[src/rtl/i2s_rx_pkg.sv]
// i2s_rx_pkg: shared width defaults, FSM encoding and counter sizing for the I2S receive front end.
package i2s_rx_pkg;
    localparam int DATA_W_DEF = 16;
    typedef logic [1:0] state_t;
    localparam state_t HUNT     = 2'd0;
    localparam state_t RX_LEFT  = 2'd1;
    localparam state_t RX_RIGHT = 2'd2;
    function automatic int cnt_w(input int w);
        return $clog2(w + 1);
    endfunction
endpackage

[src/rtl/i2s_rx_frontend_if.sv]
// i2s_rx_frontend_if: stereo frame valid/ready bus toward the filter chain.
// I2S_RX_MONO_MIX_EN adds the registered mono mix word.
interface i2s_rx_frontend_if #(parameter int DATA_W = 16);
    logic [DATA_W-1:0] sample_left;
    logic [DATA_W-1:0] sample_right;
    logic              sample_valid;
    logic              sample_ready;
`ifdef I2S_RX_MONO_MIX_EN
    logic [DATA_W-1:0] sample_mono;
    modport master(output sample_left, sample_right, sample_valid, sample_mono, input sample_ready);
    modport slave(input sample_left, sample_right, sample_valid, sample_mono, output sample_ready);
`else
    modport master(output sample_left, sample_right, sample_valid, input sample_ready);
    modport slave(input sample_left, sample_right, sample_valid, output sample_ready);
`endif
endinterface

[src/rtl/i2s_rx_sync.sv]
// i2s_rx_sync: pin synchronisers for sck/ws/sd plus a registered SCK rising-edge strobe.
// ws_o/sd_o are registered alongside the strobe so all three describe the same pin sample.
module i2s_rx_sync #(
    parameter int SYNC_STAGES = 2
) (
    input  logic clk,
    input  logic reset,
    input  logic sck_i,
    input  logic ws_i,
    input  logic sd_i,
    output logic rise_o,
    output logic ws_o,
    output logic sd_o
);
    logic [SYNC_STAGES-1:0] sck_q, ws_q, sd_q;
    logic                   sck_last_q, rise_q, ws_r_q, sd_r_q;

    always_ff @(posedge clk or posedge reset) begin
        if (reset) begin
            sck_q      <= '0;
            ws_q       <= '0;
            sd_q       <= '0;
            sck_last_q <= 1'b0;
            rise_q     <= 1'b0;
            ws_r_q     <= 1'b0;
            sd_r_q     <= 1'b0;
        end else begin
            sck_q      <= {sck_q[SYNC_STAGES-2:0], sck_i};
            ws_q       <= {ws_q[SYNC_STAGES-2:0], ws_i};
            sd_q       <= {sd_q[SYNC_STAGES-2:0], sd_i};
            sck_last_q <= sck_q[SYNC_STAGES-1];
            rise_q     <= sck_q[SYNC_STAGES-1] & ~sck_last_q;
            ws_r_q     <= ws_q[SYNC_STAGES-1];
            sd_r_q     <= sd_q[SYNC_STAGES-1];
        end
    end

    assign rise_o = rise_q;
    assign ws_o   = ws_r_q;
    assign sd_o   = sd_r_q;
endmodule

[src/rtl/i2s_rx_frontend.sv]
// i2s_rx_frontend: Philips-I2S deserialiser presenting left/right frames on a valid/ready bus.
// I2S_RX_MONO_MIX_EN adds sample_mono = floor((left + right) / 2).
module i2s_rx_frontend
    import i2s_rx_pkg::*;
#(
    parameter int DATA_W      = DATA_W_DEF,
    parameter int SYNC_STAGES = 2
) (
    input  logic clk,
    input  logic reset,
    input  logic i2s_sck,
    input  logic i2s_ws,
    input  logic i2s_sd,
    input  logic clr_flags,
    i2s_rx_frontend_if.master smp,
    output logic overrun,
    output logic short_word
);
    localparam int CW = cnt_w(DATA_W);

    logic              rise, ws, sd;
    state_t            st_q, st_d;
    logic [CW-1:0]     cnt_q, cnt_d, cnt_in;
    logic [DATA_W-1:0] sh_q, sh_d, sh_in, word;
    logic [DATA_W-1:0] left_q, left_d, out_l_q, out_l_d, out_r_q, out_r_d;
    logic              ws_q, ws_d, have_left_q, have_left_d;
    logic              vld_q, vld_d, ovr_q, ovr_d, shw_q, shw_d;
    logic              room, end_w, latch_l, emit, short_ev;

    i2s_rx_sync #(.SYNC_STAGES(SYNC_STAGES)) u_sync (
        .clk   (clk),
        .reset (reset),
        .sck_i (i2s_sck),
        .ws_i  (i2s_ws),
        .sd_i  (i2s_sd),
        .rise_o(rise),
        .ws_o  (ws),
        .sd_o  (sd)
    );

    // A WS change marks the current bit as the LSB of the ws_q channel's word (one-bit I2S delay).
    always_comb begin
        room        = cnt_q < CW'(DATA_W);
        sh_in       = room ? {sh_q[DATA_W-2:0], sd} : sh_q;
        cnt_in      = room ? cnt_q + CW'(1) : cnt_q;
        word        = sh_in << (DATA_W - int'(cnt_in));
        end_w       = rise && (ws != ws_q);
        latch_l     = end_w && (st_q == RX_LEFT);
        emit        = end_w && (st_q == RX_RIGHT) && have_left_q;
        short_ev    = end_w && (st_q != HUNT) && (cnt_in < CW'(DATA_W));
        st_d        = end_w ? (ws ? RX_RIGHT : RX_LEFT) : st_q;
        cnt_d       = end_w ? '0 : (rise ? cnt_in : cnt_q);
        sh_d        = end_w ? '0 : (rise ? sh_in : sh_q);
        ws_d        = rise ? ws : ws_q;
        left_d      = latch_l ? word : left_q;
        have_left_d = latch_l ? 1'b1 : ((end_w && st_q == RX_RIGHT) ? 1'b0 : have_left_q);
        out_l_d     = emit ? left_q : out_l_q;
        out_r_d     = emit ? word : out_r_q;
        vld_d       = emit | (vld_q & ~smp.sample_ready);
        ovr_d       = (emit & vld_q & ~smp.sample_ready) | (ovr_q & ~clr_flags);
        shw_d       = short_ev | (shw_q & ~clr_flags);
    end

    always_ff @(posedge clk or posedge reset) begin
        if (reset) begin
            st_q        <= HUNT;
            cnt_q       <= '0;
            sh_q        <= '0;
            ws_q        <= 1'b0;
            left_q      <= '0;
            have_left_q <= 1'b0;
            out_l_q     <= '0;
            out_r_q     <= '0;
            vld_q       <= 1'b0;
            ovr_q       <= 1'b0;
            shw_q       <= 1'b0;
        end else begin
            st_q        <= st_d;
            cnt_q       <= cnt_d;
            sh_q        <= sh_d;
            ws_q        <= ws_d;
            left_q      <= left_d;
            have_left_q <= have_left_d;
            out_l_q     <= out_l_d;
            out_r_q     <= out_r_d;
            vld_q       <= vld_d;
            ovr_q       <= ovr_d;
            shw_q       <= shw_d;
        end
    end

    assign smp.sample_left  = out_l_q;
    assign smp.sample_right = out_r_q;
    assign smp.sample_valid = vld_q;
    assign overrun          = ovr_q;
    assign short_word       = shw_q;

`ifdef I2S_RX_MONO_MIX_EN
    logic [DATA_W:0]   mix;
    logic [DATA_W-1:0] mono_q, mono_d;

    // One guard bit keeps the sum exact; dropping its LSB is an arithmetic (floor) halving.
    always_comb begin
        mix    = {left_q[DATA_W-1], left_q} + {word[DATA_W-1], word};
        mono_d = emit ? mix[DATA_W:1] : mono_q;
    end

    always_ff @(posedge clk or posedge reset) begin
        if (reset) mono_q <= '0;
        else       mono_q <= mono_d;
    end

    assign smp.sample_mono = mono_q;
`endif
endmodule

[src/flat_wrapper.sv]
// flat-port wrapper written by rule: the top's interface ports become plain ports
module i2s_rx_frontend_flat import i2s_rx_pkg::*;
#(
    parameter int DATA_W      = DATA_W_DEF,
    parameter int SYNC_STAGES = 2
)
  (clk, reset, i2s_sck, i2s_ws, i2s_sd, clr_flags, overrun, short_word, smp_sample_left, smp_sample_right, smp_sample_valid, smp_sample_ready);
  i2s_rx_frontend_if #(.DATA_W(DATA_W)) smp_i ();
  input  logic clk;
  input  logic reset;
  input  logic i2s_sck;
  input  logic i2s_ws;
  input  logic i2s_sd;
  input  logic clr_flags;
  output logic overrun;
  output logic short_word;
  output wire logic [$bits(smp_i.sample_left)-1:0] smp_sample_left;
  output wire logic [$bits(smp_i.sample_right)-1:0] smp_sample_right;
  output wire logic [$bits(smp_i.sample_valid)-1:0] smp_sample_valid;
  input wire logic [$bits(smp_i.sample_ready)-1:0] smp_sample_ready;
  assign smp_sample_left = smp_i.sample_left;
  assign smp_sample_right = smp_i.sample_right;
  assign smp_sample_valid = smp_i.sample_valid;
  assign smp_i.sample_ready = smp_sample_ready;
  i2s_rx_frontend #(.DATA_W(DATA_W), .SYNC_STAGES(SYNC_STAGES)) u_core (.clk(clk), .reset(reset), .i2s_sck(i2s_sck), .i2s_ws(i2s_ws), .i2s_sd(i2s_sd), .clr_flags(clr_flags), .smp(smp_i), .overrun(overrun), .short_word(short_word));
endmodule
[config.mk]
export PLATFORM = sky130hd
export DESIGN_NAME = i2s_rx_frontend_flat
export DESIGN_NICKNAME = d
export VERILOG_FILES = /design/src/rtl/i2s_rx_pkg.sv /design/src/rtl/i2s_rx_frontend_if.sv /design/src/rtl/i2s_rx_sync.sv /design/src/rtl/i2s_rx_frontend.sv /design/src/flat_wrapper.sv
export SDC_FILE = /design/constraint.sdc
export NUM_CORES = 1
export LEC_CHECK = 0
export CORE_ASPECT_RATIO = 0.5
export CORE_MARGIN = 2
export CORE_UTILIZATION = 57
export CTS_CLUSTER_DIAMETER = 30
export DETAILED_ROUTE_END_ITERATION = 6
export GPL_ROUTABILITY_DRIVEN = 0
export PLACE_DENSITY = 0.79
export SETUP_SLACK_MARGIN = 0.05
export SLEW_MARGIN = 20
export SYNTH_ARGS = -nofsm -noshare
export SYNTH_HDL_FRONTEND = slang
export SYNTH_HIERARCHICAL = 1
export SYNTH_SLANG_ARGS = --single-unit
[constraint.sdc]
create_clock -name clk -period 5.1 [get_ports clk]
set_input_delay 1.275 -clock clk [delete_from_list [all_inputs] [get_ports clk]]
set_output_delay 1.275 -clock clk [all_outputs]
set_load 0.005 [all_outputs]
---- Word level (Yosys, flattened, before mapping) ----
Cells that the tools add are included.
word-level totals
  bits in registers ....................... 86
  input bits .............................. 7
  logic and storage cells ................. 56
cells by class
  bitwise gates (word level) .............. 12
  eq/ne operators ......................... 3
  add/sub/neg operators ................... 2
  shift-type cells ........................ 1
  magnitude comparators ................... 2
  reduce and logical (&&, ||, !) cells .... 9
  multiplexer cells ....................... 9
operators by type and width
  kind                 count
  $mux 16              3
  $shl 16x32->16       1
  $mux 5               3
  $lt 5x5->1 const B   2
  $and 1x1->1          6
  $logic_and 1x1->1    6
  $reduce_bool 2->1    3
  $sub 5x5->6 const A  1
  $add 5x1->5 const B  1
  $not 1->1            3
  $or 1x1->1           3
  $eq 2x1->1 const B   1
  $eq 2x2->1 const B   1
  $mux 1               2
  $mux 2               1
  $ne 1x1->1           1

---- Logic depth before layout (Yosys ltp) ----
  depth in word-level cells ............... 7
  depth in mapped cells ................... 13

---- By module ----
Netlist, hierarchy kept.
modules (own cells, without submodules)
  module           sequential area each (µm²)  cells an instance  area each (µm²)  times used
  i2s_rx_frontend  1,901.8                     363                4,125.2          1
  i2s_rx_sync      250.2                       12                 267.8            1

---- Worst setup path after synthesis ----
Ideal clock, no wire load.
  path type ............................... reg2reg
  start point ............................. register u_core.cnt_q[4]
  end point ............................... register u_core.left_q[14]
  clock period less this slack ............ 3.010 ns
  slack ................................... 2.090 ns
  path buffers ............................ 4
  required time ........................... 5.035 ns
  library setup time ...................... 0.065 ns
  cell stages (with the launch flop) ...... 12
  arrival time ............................ 2.946 ns
  cell sequence ........................... dfrtp_1 -> buf_4 -> buf_4 -> buf_2 -> mux2i_1 -> ha_1 -> buf_2 -> xnor3_2 -> mux2_2 -> mux4_2 -> nor2_1 -> mux2_2
on the way
  longest elaborated chain between the ends .. 4
RTL lines
  item                                              RTL line                                      source
  start: declaration                                i2s_rx_frontend.sv:23                         logic [CW-1:0] cnt_q, cnt_d, cnt_in;
  start signal: assignment                          i2s_rx_frontend.sv:79                         cnt_q <= cnt_d;
  $add 5x1->5 / $lt 5x5->1 (equally long branches)  i2s_rx_frontend.sv:45, i2s_rx_frontend.sv:43
  $mux 5                                            i2s_rx_frontend.sv:45                         cnt_in = room ? cnt_q + CW'(1) : cnt_q;
  $sub 5x5->6                                       i2s_rx_frontend.sv:46                         word = sh_in << (DATA_W - int'(cnt_in));
  $shl 16x32->16 (*)                                i2s_rx_frontend.sv:46
  end signal: assignment                            i2s_rx_frontend.sv:82                         left_q <= left_d;
  end: declaration                                  i2s_rx_frontend.sv:25                         logic [DATA_W-1:0] left_q, left_d, out_l_q, out_l_d, out_r_q, out_r_d;
Every way passes the cells marked *; elsewhere a longest branch is shown, timed or not.
A chain may end at the register's enable or synchronous reset.

---- Worst setup path in the final report ----
  start point ............................. register u_core.cnt_q[0]
  end point ............................... register u_core.out_r_q[8] (netlist: u_core/smp.sample_right[8])
on the way
  longest elaborated chain between the ends .. 4
RTL lines
  item                                              RTL line                                      source
  $add 5x1->5 / $lt 5x5->1 (equally long branches)  i2s_rx_frontend.sv:45, i2s_rx_frontend.sv:43
  $mux 5                                            i2s_rx_frontend.sv:45
  $sub 5x5->6                                       i2s_rx_frontend.sv:46
  $shl 16x32->16 (*)                                i2s_rx_frontend.sv:46
  end signal: assignment                            i2s_rx_frontend.sv:85                         out_r_q <= out_r_d;
  end: declaration                                  i2s_rx_frontend.sv:25
Marked as above.

==> metrics.csv <==
metric,value,unit
PortBufs,41,
Synth Warn #,6,
WS Path Type,reg2reg,
Hold Path Stages,0,
Hold Startpoint,u_core/u_sync/ws_q[0],
Clock Sinks,86,
CTS root buffer,clkbuf_16,
total wire length,8.808,mm
worst hold margin,0.3488,ns
Reg2Reg Launch Point,u_core/cnt_q[0],
CTS tree,yes,
R2R cell count,8,
Final Skew,0.005027,ns
die height,66.08,um
most frequent CP cell,ha_1,
Initial Util,59.33,%
Synth area leaders,"dfrtp_1 (49%), mux2_2 (14%), mux2i_1 (5.5%)",
largest net degree at the start of global routing,42,
site row count,22,
Leakage,0.002210,uW
"FF+latch count, synth",86,
peak per-stage delay on the critical path,0.99,ns
Max Cap Viol,0,
Slew Limit Fails,0,
CTS Hold Bufs,0,
Worst path slowest cell,dfrtp_1,
placed cell areas,4788,sq um
Multi-input gate area,2067,sq um
CTS resizes,0,
number of flops mapped to enable cells by yosys,0,
Final Hold Viols,0,
layout cells sized above 1,21.62,%
DRC Markers,0,
H-tree levels,3,
Yosys top cell by area,dfrtp_1,
Worst Hold Class,reg2reg,
Pre-antenna DRT Iters,4,
dpl hpwl,6.108,mm
remaining antenna violation count after routing,0,
DR vias,2963,
"CP delay by family, top",flip-flops,
# IOs,42,
"count leader, synth",dfrtp_1,
Final min period,3.848,ns
CP max FO,33,
Async SR Flop Fraction,100.0,%
dpl ws,1.311,ns
CP Capture Type,flop,
pwr dens,339.8,nW/um^2
required time of the worst setup path,5.37,ns
status,"finished, final reports clean",
CP Launch Type,flop,
distinct cell type count after synthesis,48,
Synth top cells by count,"dfrtp_1 (86), mux2_2 (56), nand2_1 (32), o21ai_0 (28), mux2i_1 (24)",
Worst-path clk slew,0.06,ns
ANT cells,0,
Core ar.,7405,sq um
initial antenna violation count,0,
Worst R2R End,u_core/smp.sample_right[8],
"setup slack, reg-to-reg",1.25,ns
slew at the pin closest to its max-slew limit,0.9782,ns
"Setup Fix Bufs, Post-CTS",0,
placed cell count,487,
Mapped Cells,375,
setup violators final,0,
total global routing overflow,0,
WL/cell,17.51,um
FMAX,259.9,MHz
critical path buffer and inverter count,0,
Die X,128.2,um
post-synth top area share,48.99,%
die area,8468,sq um
Num CTS Buffers,9,
Max VDD drop,178.5,uV
dominant register cell in the synthesized netlist,dfrtp_1,
vias in the first global route,2919,
Hold EP,u_core/u_sync/ws_q[1],
Area Growth Syn to Fin,15.38,%
Relative slew margins,34.79,%
TNS Setup,0,ns
"Cell Chain, Critical Path",ha_1 -> mux2i_1 -> ha_1 -> xnor3_2 -> or3b_2 -> o32ai_1 -> o21a_1 -> mux2_2,
period utilization,75.45,%
Synth Area per Inst,11.71,sq um
RSZ-0062 raised after global routing,no,
clock tree buffer depth,2,
GRT Overall Usage,23.52,%
sequential fraction of the synthesis area,48.99,%
fillers,529,
1st-iter DRT viols,248,
latest clock arrival within the worst-skew pair,0.33,ns
Final Non-Filler Cells,503,
Final Cell Area,5069,sq um
first-pass GRT wire length,15.03,mm
synthesized cell area,4393,sq um
net count after synthesis,384,
Final WS setup,1.252,ns
register area,2153,sq um
arrival time of the worst setup path,4.12,ns
"Net count, final",411,
vias per cell,5.891,
[worst max-delay path by stage]
stage                    startpoint                          to  slack [ns]  depth (start not counted)
floorplan                     reset             u_core/cnt_q[0]        1.89                          1
global placement    u_core/cnt_q[0]           u_core/left_q[14]        1.47                          8
detailed placement  u_core/cnt_q[0]           u_core/left_q[14]        1.31                          8
CTS                 u_core/cnt_q[0]  u_core/smp.sample_right[8]        1.24                          8
global route        u_core/cnt_q[0]  u_core/smp.sample_right[8]        0.92                          8
finish              u_core/cnt_q[0]  u_core/smp.sample_right[8]        1.25                          8
[state kept, by name, summed over array words and instances, names as in the netlist, 2 cells and up]
name and flops:
u_core/left_q 16, u_core/st_q 2, u_core/cnt_q 5, u_core/smp.sample_left 16
u_core/u_sync/sck_q 2, u_core/smp.sample_right 16, u_core/u_sync/ws_q 2, u_core/u_sync/sd_q 2
u_core/sh_q 16
[layout make-up]
cell class	count	area share [%]
Timing Repair Buffer	42	8.245
Clock inverter	6	0.9380
Multi-Input combinational cell	254	40.78
Inverter	9	0.6665
Clock buffer	10	4.517
Tap cell	96	2.370
Sequential cell	86	42.48
[cells by family (layout without fill, tap and decap cells)]
logic type / count (synthesis) / after routing / share of synthesized area (%)
mux: 86 / 86 / 22.90
xor+xnor: 11 / 11 / 3.133
simple gates: 79 / 79 / 9.001
fa+ha+maj: 2 / 2 / 0.5695
flops: 86 / 86 / 48.99
buf+inv: 35 / 67 / 4.016
compound gates: 76 / 76 / 11.39
[metrics by stage]
stage                     total power [uW]  utilization, %
after floorplan                       1076               -
after global placement                1113           64.67
after detailed placement              1126           64.67
after CTS                             1733           68.40
after global routing                  1811           68.45
final                                 1722           68.45
[metal layers]
metal / share of wire, % / routed length (um) / global-route usage (%) / vias to the layer above
met5: 0 / 0 / 0 / -
met4: 0.45 / 40 / 6.044 / 0
met3: 6.8 / 600 / 7.362 / 5
met2: 45 / 3943 / 35.90 / 94
met1: 48 / 4224 / 32.98 / 1455
li1: - / - / - / 1409
[power breakdown]
group          switching, uW  internal, uW
Combinational            218           175
Clock                    262           332
Sequential              36.8           699
[cells in the final DEF, fill, tap and decap left out, types with 2 or more instances in the layout]
| master | n |
|---|---|
| mux4_2 | 6 |
| mux2_2 | 56 |
| xnor2_1 | 3 |
| clkbuf_16 | 9 |
| mux2i_1 | 24 |
| o21ai_0 | 28 |
| nand3b_1 | 2 |
| inv_1 | 8 |
| clkdlybuf4s50_1 | 41 |
| or3b_2 | 2 |
| a21oi_1 | 10 |
| nand2b_1 | 4 |
| a21o_1 | 2 |
| a22o_1 | 16 |
| a31oi_1 | 3 |
| nor3_1 | 2 |
| ha_1 | 2 |
| o22ai_1 | 2 |
| o21a_1 | 3 |
| nand3_1 | 8 |
| nand2_1 | 32 |
| nor3b_1 | 4 |
| xor2_1 | 5 |
| nor2_1 | 14 |
| dfrtp_1 | 85 |
| a2bb2oi_1 | 2 |
| o31ai_1 | 4 |
| clkinvlp_4 | 4 |
(Power assumes the default switching activity.)
